<file path="config.mk">
export PLATFORM = sky130hd
export DESIGN_NAME = divider_ctrl
export DESIGN_NICKNAME = d
export VERILOG_FILES = /design/src/rtl/divider_pkg.sv /design/src/rtl/divider_ctrl_counter.sv /design/src/rtl/divider_ctrl.sv
export SDC_FILE = /design/constraint.sdc
export NUM_CORES = 1
export LEC_CHECK = 0
export CAP_MARGIN = 10
export CORE_UTILIZATION = 60
export CTS_BUF_LIST = sky130_fd_sc_hd__clkbuf_8
export CTS_CLUSTER_SIZE = 12
export DETAILED_ROUTE_END_ITERATION = 10
export HOLD_SLACK_MARGIN = 0.02
export PLACE_DENSITY = 0.83
export SLEW_MARGIN = 20
export SYNTH_ARGS = -nofsm -noshare
export SYNTH_HDL_FRONTEND = slang
export SYNTH_HIERARCHICAL = 1
export SYNTH_SLANG_ARGS = --single-unit
</file>
<file path="constraint.sdc">
create_clock -name clk -period 8.3 [get_ports clk]
set_input_delay 1.66 -clock clk [delete_from_list [all_inputs] [get_ports clk]]
set_output_delay 1.66 -clock clk [all_outputs]
set_load 0.02 [all_outputs]
</file>
<file path="src/rtl/divider_pkg.sv">
// divider_pkg: shared types and constants
// for the run-time clock divider controller.
package divider_pkg;

  typedef enum logic [1:0] {
    IDLE,
    RUN,
    STOPPING
  } state_t;

  localparam int MIN_DIV = 2;

endpackage

</file>
<file path="src/rtl/divider_ctrl_counter.sv">
// div_counter: W-bit period counter that
// wraps at div-1 and flags the wrap cycle.
module div_counter #(
  parameter int W = 16
) (
  input  logic         clk,
  input  logic         rst_n,
  input  logic         en,
  input  logic         clear,
  input  logic [W-1:0] div,
  output logic [W-1:0] count,
  output logic         wrap
);

  assign wrap = en && (count == div - W'(1));

  // count up while enabled, restart on wrap, hold 0 when cleared
  always_ff @(posedge clk or negedge rst_n) begin
    if (!rst_n) begin
      count <= '0;
    end else if (clear) begin
      count <= '0;
    end else if (en) begin
      count <= wrap ? '0 : count + W'(1);
    end
  end

endmodule

</file>
<file path="src/rtl/divider_ctrl.sv">
// divider_ctrl: start/stop FSM, divisor handshake
// and glitch-free divided clock generation.
import divider_pkg::*;

module divider_ctrl #(
  parameter int W           = 16,
  parameter int DEFAULT_DIV = 4
) (
  input  logic         clk,
  input  logic         reset,
  input  logic         start,
  input  logic         stop,
  input  logic         cfg_valid,
  input  logic [W-1:0] cfg_div,
  output logic         cfg_ready,
  output logic         cfg_err,
  output logic [W-1:0] cur_div,
  output logic         running,
  output logic         tick,
  output logic         out_clk
);

  localparam logic [W-1:0] L_MIN = W'(MIN_DIV);
  localparam logic [W-1:0] L_DEF = W'(DEFAULT_DIV);

  state_t       r_state;
  state_t       w_state_nxt;
  logic [W-1:0] r_cur_div;
  logic [W-1:0] r_pend;
  logic         r_pend_v;
  logic         r_err;
  logic         r_out_clk;
  logic [W-1:0] w_cnt;
  logic [W-1:0] w_cnt_nxt;
  logic [W-1:0] w_div_nxt;
  logic         w_run;
  logic         w_tick;
  logic         w_xfer;
  logic         w_legal;
  logic         w_final;
  logic         w_oclk_nxt;

  assign w_run   = (r_state != IDLE);
  assign w_xfer  = cfg_valid && !r_pend_v;
  assign w_legal = (cfg_div >= L_MIN);
  assign w_final = w_tick && (w_state_nxt == IDLE);

  assign cfg_ready = !r_pend_v;
  assign cfg_err   = r_err;
  assign cur_div   = r_cur_div;
  assign running   = w_run;
  assign tick      = w_tick;
  assign out_clk   = r_out_clk;

  div_counter #(
    .W(W)
  ) u_cnt (
    .clk  (clk),
    .rst_n(reset),
    .en   (w_run),
    .clear(!w_run),
    .div  (r_cur_div),
    .count(w_cnt),
    .wrap (w_tick)
  );

  // state register
  always_ff @(posedge clk or negedge reset) begin
    if (!reset) begin
      r_state <= IDLE;
    end else begin
      r_state <= w_state_nxt;
    end
  end

  // next state: stop beats start; a start while stopping rescues the run
  always_comb begin
    w_state_nxt = r_state;
    unique case (r_state)
      IDLE: begin
        if (start && !stop) w_state_nxt = RUN;
      end
      RUN: begin
        if (stop) w_state_nxt = STOPPING;
      end
      STOPPING: begin
        if (start && !stop) w_state_nxt = RUN;
        else if (w_tick)    w_state_nxt = IDLE;
      end
      default: w_state_nxt = IDLE;
    endcase
  end

  // divisor for the next cycle: pending lands on a tick, idle writes direct
  always_comb begin
    w_div_nxt = r_cur_div;
    if (w_tick && r_pend_v) begin
      w_div_nxt = r_pend;
    end else if (w_xfer && w_legal && (!w_run || w_final)) begin
      w_div_nxt = cfg_div;
    end
  end

  // decode of the next counter value feeds the out_clk flop
  always_comb begin
    w_cnt_nxt = '0;
    if (w_run && !w_tick) w_cnt_nxt = w_cnt + W'(1);
    w_oclk_nxt = (w_state_nxt != IDLE) &&
                 (w_cnt_nxt >= w_div_nxt - (w_div_nxt >> 1));
  end

  // divisor, pending slot, error pulse and out_clk registers
  always_ff @(posedge clk or negedge reset) begin
    if (!reset) begin
      r_cur_div <= L_DEF;
      r_pend    <= '0;
      r_pend_v  <= 1'b0;
      r_err     <= 1'b0;
      r_out_clk <= 1'b0;
    end else begin
      r_cur_div <= w_div_nxt;
      r_err     <= w_xfer && !w_legal;
      r_out_clk <= w_oclk_nxt;
      if (w_tick && r_pend_v) begin
        r_pend_v <= 1'b0;
      end else if (w_xfer && w_legal && w_run && !w_final) begin
        r_pend_v <= 1'b1;
        r_pend   <= cfg_div;
      end
    end
  end

endmodule

</file>
Word level (Yosys, flattened, before mapping)
Cells that the tools add are included.

storage, ports and cells
  bits in registers = 53
  word-level logic and storage cells = 53
  input bits = 21

operators by class
  order comparisons = 2
  bitwise operators = 1
  reduce and logical (&&, ||, !) cells = 25
  mux-type cells = 12
  add/sub/neg operators = 3
  equality and inequality tests = 3

operators by type and width
  operator                 number
  $mux W16                 5
  $add A16 B1 Y16 const B  1
  $eq A16 B16 Y1           1
  $ge A16 B16 Y1           1
  $ge A16 B2 Y1 const B    1
  $sub A16 B1 Y16 const B  1
  $sub A16 B15 Y16         1
  $logic_and A1 B1 Y1      12
  $mux W2                  4
  $logic_not A1 Y1         6
  $pmux W2 S3              1
  $reduce_bool A2 Y1       3
  $logic_not A2 Y1         2
  $eq A2 B1 Y1 const B     1
  $eq A2 B2 Y1 const B     1
  $mux W1                  2
  $reduce_and A2 Y1        1
  $logic_or A1 B1 Y1       1
  $not A1 Y1               1

Longest topological paths before layout
  word-level depth = 15
  depth in mapped cells = 28
  depth with buffers taken out = 27

Cells and area by module
Netlist, hierarchy kept.

modules (own cells, without submodules)
  module        times used  area each (um^2)  sequential area each (um^2)  cells each
  divider_ctrl  1           2961.6            927.1                        325
  div_counter   1           1660.3            400.4                        203

Least setup slack after synthesis
No wires, ideal clock.

  kind = register to register
  start = reg r_cur_div[0], in the netlist cur_div[0]
  end = reg r_out_clk, in the netlist out_clk
  data arrival time = 6.582 ns
  required time = 8.173 ns
  cell stages (with the launch flop) = 27
  setup time = 0.127 ns
  path slack = 1.590 ns
  clock period less this slack = 6.710 ns
  cell sequence = dfrtp_1 > or4_4 > or3_4 > a2111oi_4 > nand4_2 > nor3_1 > o21a_1 > o2111ai_4 > buf_6 > mux2i_1 > o21ai_0 > ha_1 > inv_1 > fa_1 > a21oi_1 > o211ai_2 > a211oi_1 > o21bai_1 > a21oi_1 > xor2_1 > ha_1 > nand4_1 > nor3_1 > nor3_1 > o211ai_1 > a221oi_1 > nor2_1

between the ends
  word-level cells in the longest chain between the ends = 15
  elaborated cells on any way between the ends = 20
  those cells by class = add/sub: 2; order compare: 1; eq/ne: 1; mux: 6; reduce/logical: 10

RTL lines
  item                    RTL line                    text
  start, declared         divider_ctrl.sv:28          logic [W-1:0] r_cur_div;
  start signal, assigned  divider_ctrl.sv:121         r_cur_div <= w_div_nxt;
  $sub A16 B1 Y16 *       divider_ctrl_counter.sv:15  assign wrap = en && (count == div - W'(1));
  $eq A16 B16 Y1 *        divider_ctrl_counter.sv:15
  $logic_and A1 B1 Y1 *   divider_ctrl_counter.sv:15
  net tick                divider_ctrl.sv:19          output logic tick,
  $mux W2                 divider_ctrl.sv:88          else if (w_tick) w_state_nxt = IDLE;
  $mux W2                 divider_ctrl.sv:87          if (start && !stop) w_state_nxt = RUN;
  $pmux W2 S3             divider_ctrl.sv:79          unique case (r_state)
  $logic_not A2 Y1        divider_ctrl.sv:46          assign w_final = w_tick && (w_state_nxt == IDLE);
  (+2 left out)           --
  $logic_and A1 B1 Y1     divider_ctrl.sv:99          end else if (w_xfer && w_legal && (!w_run || w_final)) begin
  $mux W16                divider_ctrl.sv:99
  $mux W16 *              divider_ctrl.sv:97          if (w_tick && r_pend_v) begin
  net w_div_nxt[1]        divider_ctrl.sv:35          logic [W-1:0] w_div_nxt;
  $sub A16 B15 Y16 *      divider_ctrl.sv:109         (w_cnt_nxt >= w_div_nxt - (w_div_nxt >> 1));
  $ge A16 B16 Y1 *        divider_ctrl.sv:109
  $logic_and A1 B1 Y1 *   divider_ctrl.sv:108         w_oclk_nxt = (w_state_nxt != IDLE) &&
  net w_oclk_nxt          divider_ctrl.sv:41          logic w_oclk_nxt;
  end signal, assigned    divider_ctrl.sv:123         r_out_clk <= w_oclk_nxt;
  end, declared           divider_ctrl.sv:32          logic r_out_clk;

Mark *: on every way through the listed nets, which the timed path passes. The rest lies on a longest branch.
A chain may end at the register's enable or synchronous reset.

Final worst setup path
  start = reg r_state[0]
  end = reg r_out_clk, in the netlist out_clk

between the ends
  word-level cells in the longest chain between the ends = 14
  elaborated cells on any way between the ends = 25
  those cells by class = add/sub: 1; order compare: 1; eq/ne: 2; mux: 8; reduce/logical: 13

RTL lines
  item                    RTL line                    text
  start, declared         divider_ctrl.sv:26          state_t r_state;
  start signal, assigned  divider_ctrl.sv:72          r_state <= w_state_nxt;
  $reduce_bool A2 Y1      divider_ctrl.sv:43          assign w_run = (r_state != IDLE);
  $logic_and A1 B1 Y1     divider_ctrl_counter.sv:15
  $mux W2                 divider_ctrl.sv:88
  $mux W2                 divider_ctrl.sv:87
  $pmux W2 S3             divider_ctrl.sv:79
  $logic_not A2 Y1        divider_ctrl.sv:46
  $logic_and A1 B1 Y1     divider_ctrl.sv:46
  $logic_or A1 B1 Y1      divider_ctrl.sv:99
  $logic_and A1 B1 Y1     divider_ctrl.sv:99
  $mux W16                divider_ctrl.sv:99
  $mux W16 *              divider_ctrl.sv:97
  net w_div_nxt[1]        divider_ctrl.sv:35
  $sub A16 B15 Y16 *      divider_ctrl.sv:109
  $ge A16 B16 Y1 *        divider_ctrl.sv:109
  $logic_and A1 B1 Y1 *   divider_ctrl.sv:108
  net w_oclk_nxt          divider_ctrl.sv:41

Marked as above.

==> flow_metrics.tcl <==
set metrics [dict create \
    outcome "finished, final reports clean" \
    finalSetupTns_ns 0 \
    slew_viol_final 0 \
    max_stage_delay_ns 0.69 \
    grt_pass1_vias 4213 \
    syn2layout_area_growth_pct 11.13 \
    drt-initial-drc-count 220 \
    cp_slowest_cell "inv_1" \
    clockBufferDepth 2 \
    syn_avg_cell_area_um2 8.754 \
    vias_per_cell 6.376 \
    hold_path.class "flip-flop to flip-flop" \
    yosys_warnings 6 \
    synth_cells 528 \
    cts_resized 0 \
    grt_antenna_before_repair 0 \
    worst_path_most_repeated_cell "nor3_1" \
    startpoint "r_state[0]" \
    start_util_pct 63.05 \
    ios 42 \
    wl_um 12040 \
    synthFlopType "dfrtp_1" \
    overflow 0 \
    die_area_um2 8058 \
    hold_viol_final 0 \
    grt_max_degree 54 \
    synth_seq_cells 53 \
    r2r.worst_path.cells 28 \
    worst_setup_path_end_kind "flip-flop" \
    hold_depth 1 \
    hold_buffers 0 \
    die_h_um 89.77 \
    min_period_ns 6.978 \
    startpoint_type "flip-flop" \
    diodes 0 \
    synth_top_family_by_area "simple AND/OR/NAND/NOR gates" \
    drc 0 \
    yosysUniqueCellTypes 68 \
    clock_sinks 53 \
    synth_compound_area_share_pct 15.46 \
    fp.coreArea_um2 7331 \
    fin_crit_sh_pct 84.07 \
    syn_area_um2 4622 \
    firstDrtPassIters 5 \
    synth_xor_area_share_pct 8.527 \
    worstPathArrival_ns 7.19 \
    max-cap-violations 0 \
    routedWlPerCell_um 18.28 \
    synth-async-reset-ratio_pct 100.0 \
    r2r_setup_slack_ns 1.32 \
    synthAdderAreaFrac_pct 9.637 \
    peakVddDrop_mv 0.07444 \
    clock_latency_ns 0.33 \
    std_cell_rows 31 \
    cts_max_level 2 \
    reg2reg_from "r_state[0]" \
    timing.critical_path.buf_inv 4 \
    postCtsSetupBuffers 0 \
    muxShareOfSynthArea_pct 8.690 \
    nets 615 \
    die_w_um 89.77 \
    final_antenna_net_count 0 \
    regToRegEndpoint "out_clk" \
    cts_tree "done" \
    seq_area_frac_synth_pct 28.72 \
    layout-drive-gt1-share_pct 8.393 \
    crit_required_ns 8.51 \
    crit_type "flip-flop to flip-flop" \
    gp_congestion 0.8906 \
    cts_inserted_buffers 5 \
    clk_pin_slew_worst_paths_ns 0.12 \
    power-per-cell-area_nw_per_um2 98.95 \
    rsz0062_at_grt "no" \
    maxSlewHeadroom_pct 39.13 \
    max_clock_freq_mhz 143.3 \
    hpwlAfterDp_um 8961 \
    critPathTopFamily "compound AO/OA/AOI/OAI gates" \
    vias 4202 \
    grt_first_pass_wirelength_um 20250 \
    path_depth 28 \
    skew_ns 0.01404 \
    holdWs_ns 0.5178 \
    port-buffer-count 41 \
    syn_nets 584 \
    synth_edf_count 0 \
    synth-simple-area-share_pct 23.31 \
    crit_path_max_fanout 34 \
    setup_viol 0 \
    track_usage_pct 31.19 \
    worst_pin_slew_ns 0.9120 \
    p_leak_nw 2.204 \
    cp-endpoint "out_clk" \
    cts_root_buffer "clkbuf_8" \
]
## state kept, by name, indices dropped and copies added (netlist names)
signal	count
u_cnt/count	16
r_pend	16
r_state	2
out_clk	1
cur_div	16
r_pend_v	1
cfg_err	1
## kinds of logic after synthesis
| group | Yosys count |
|---|---|
| simple gates | 203 |
| compound gates | 103 |
| flops | 53 |
| buf+inv | 51 |
| xor+xnor | 45 |
| mux | 38 |
| fa+ha+maj | 35 |
## report_power, final
group	switching, mW	leakage, nW	total, mW	internal, mW
registers	0.00768	0.633	0.272	0.265
clock network	0.101	0.0506	0.164	0.0634
logic	0.0433	1.52	0.0717	0.0283
total	0.152	2.20	0.508	0.357
## synth_stat cells (all sizes together) (7+ instances only)
library cell / count / share of area (%)
a21oi: 28 / 3.0
nand4: 7 / 1.1
mux2: 17 / 4.1
xnor2: 23 / 4.4
and3: 11 / 1.5
mux2i: 21 / 4.5
nand2b: 9 / 1.2
o21ai: 23 / 2.6
nor2: 42 / 3.4
o21a: 14 / 2.3
nor4: 23 / 3.2
xor2: 22 / 4.2
inv: 31 / 2.5
nand2: 44 / 3.6
clkbuf: 14 / 1.6
nand3: 19 / 2.2
nor3: 16 / 2.0
dfrtp: 52 / 28
ha: 34 / 9.2
## cell type report
type | count | area, µm²
clock inverters | 3 | 28.78
multi-input cells | 424 | 3043
inverters | 31 | 116.4
clock buffers | 5 | 68.82
well taps | 99 | 123.9
flip-flops and latches | 53 | 1328
repair buffers | 44 | 427.9
fillers | 546 | 2195
## worst reg2reg max path, delay by kind of cell (launching register included)
| family | cells | cell delay [ns] |
|---|---|---|
| adders and majority gates | 3 | 0.94 |
| xor gates and xnor gates | 1 | 0.17 |
| DFF | 1 | 0.40 |
| and+or+nand+nor | 8 | 1.19 |
| muxes | 1 | 0.23 |
| AOI/OAI and AO/OA | 11 | 2.81 |
| buffers and inverters | 4 | 1.14 |
## metrics by stage
stage                     util (%)  cells  cell area [µm²]  power, mW  setup WS, ns
after floorplan                  -    528             4622     0.3231         1.590
after global placement       68.60    651             5029     0.3457         1.642
after detailed placement     68.60    651             5029     0.3489         1.316
after CTS                    69.93    659             5126     0.5120         1.358
after global routing         70.06    659             5136     0.5271        0.6264
final                        70.06    659             5136     0.5082         1.322
## how the worst min path moves through the flow
stage	from	slack, ns	to
2_1_floorplan	r_pend[0]	0.48	r_pend[0]
3_3_place_gp	r_pend[13]	0.49	r_pend[13]
3_5_place_dp	r_pend[9]	0.49	r_pend[9]
4_1_cts	r_pend[3]	0.52	r_pend[3]
5_1_grt	r_pend[3]	0.53	r_pend[3]
6_report	r_pend[7]	0.52	r_pend[7]
## routing by layer
| layer | wire length, µm | track usage (%) |
|---|---|---|
| met1 | 5032 | 39.36 |
| met2 | 5720 | 51.67 |
| met4 | 558 | 16.94 |
| met5 | 0 | 0 |
| met3 | 732 | 4.315 |
## cells in the final DEF, fill, tap and decap left out, types with 18 or more instances in the layout
cell / count
dfrtp_1: 52
clkdlybuf4s50_1: 40
inv_1: 31
mux2i_1: 21
o21ai_0: 22
xnor2_1: 23
nor4_1: 22
nand2_1: 44
ha_1: 34
nand3_1: 18
nor2_1: 42
xor2_1: 22
a21oi_1: 28
Power figures use the tool's default switching activity.
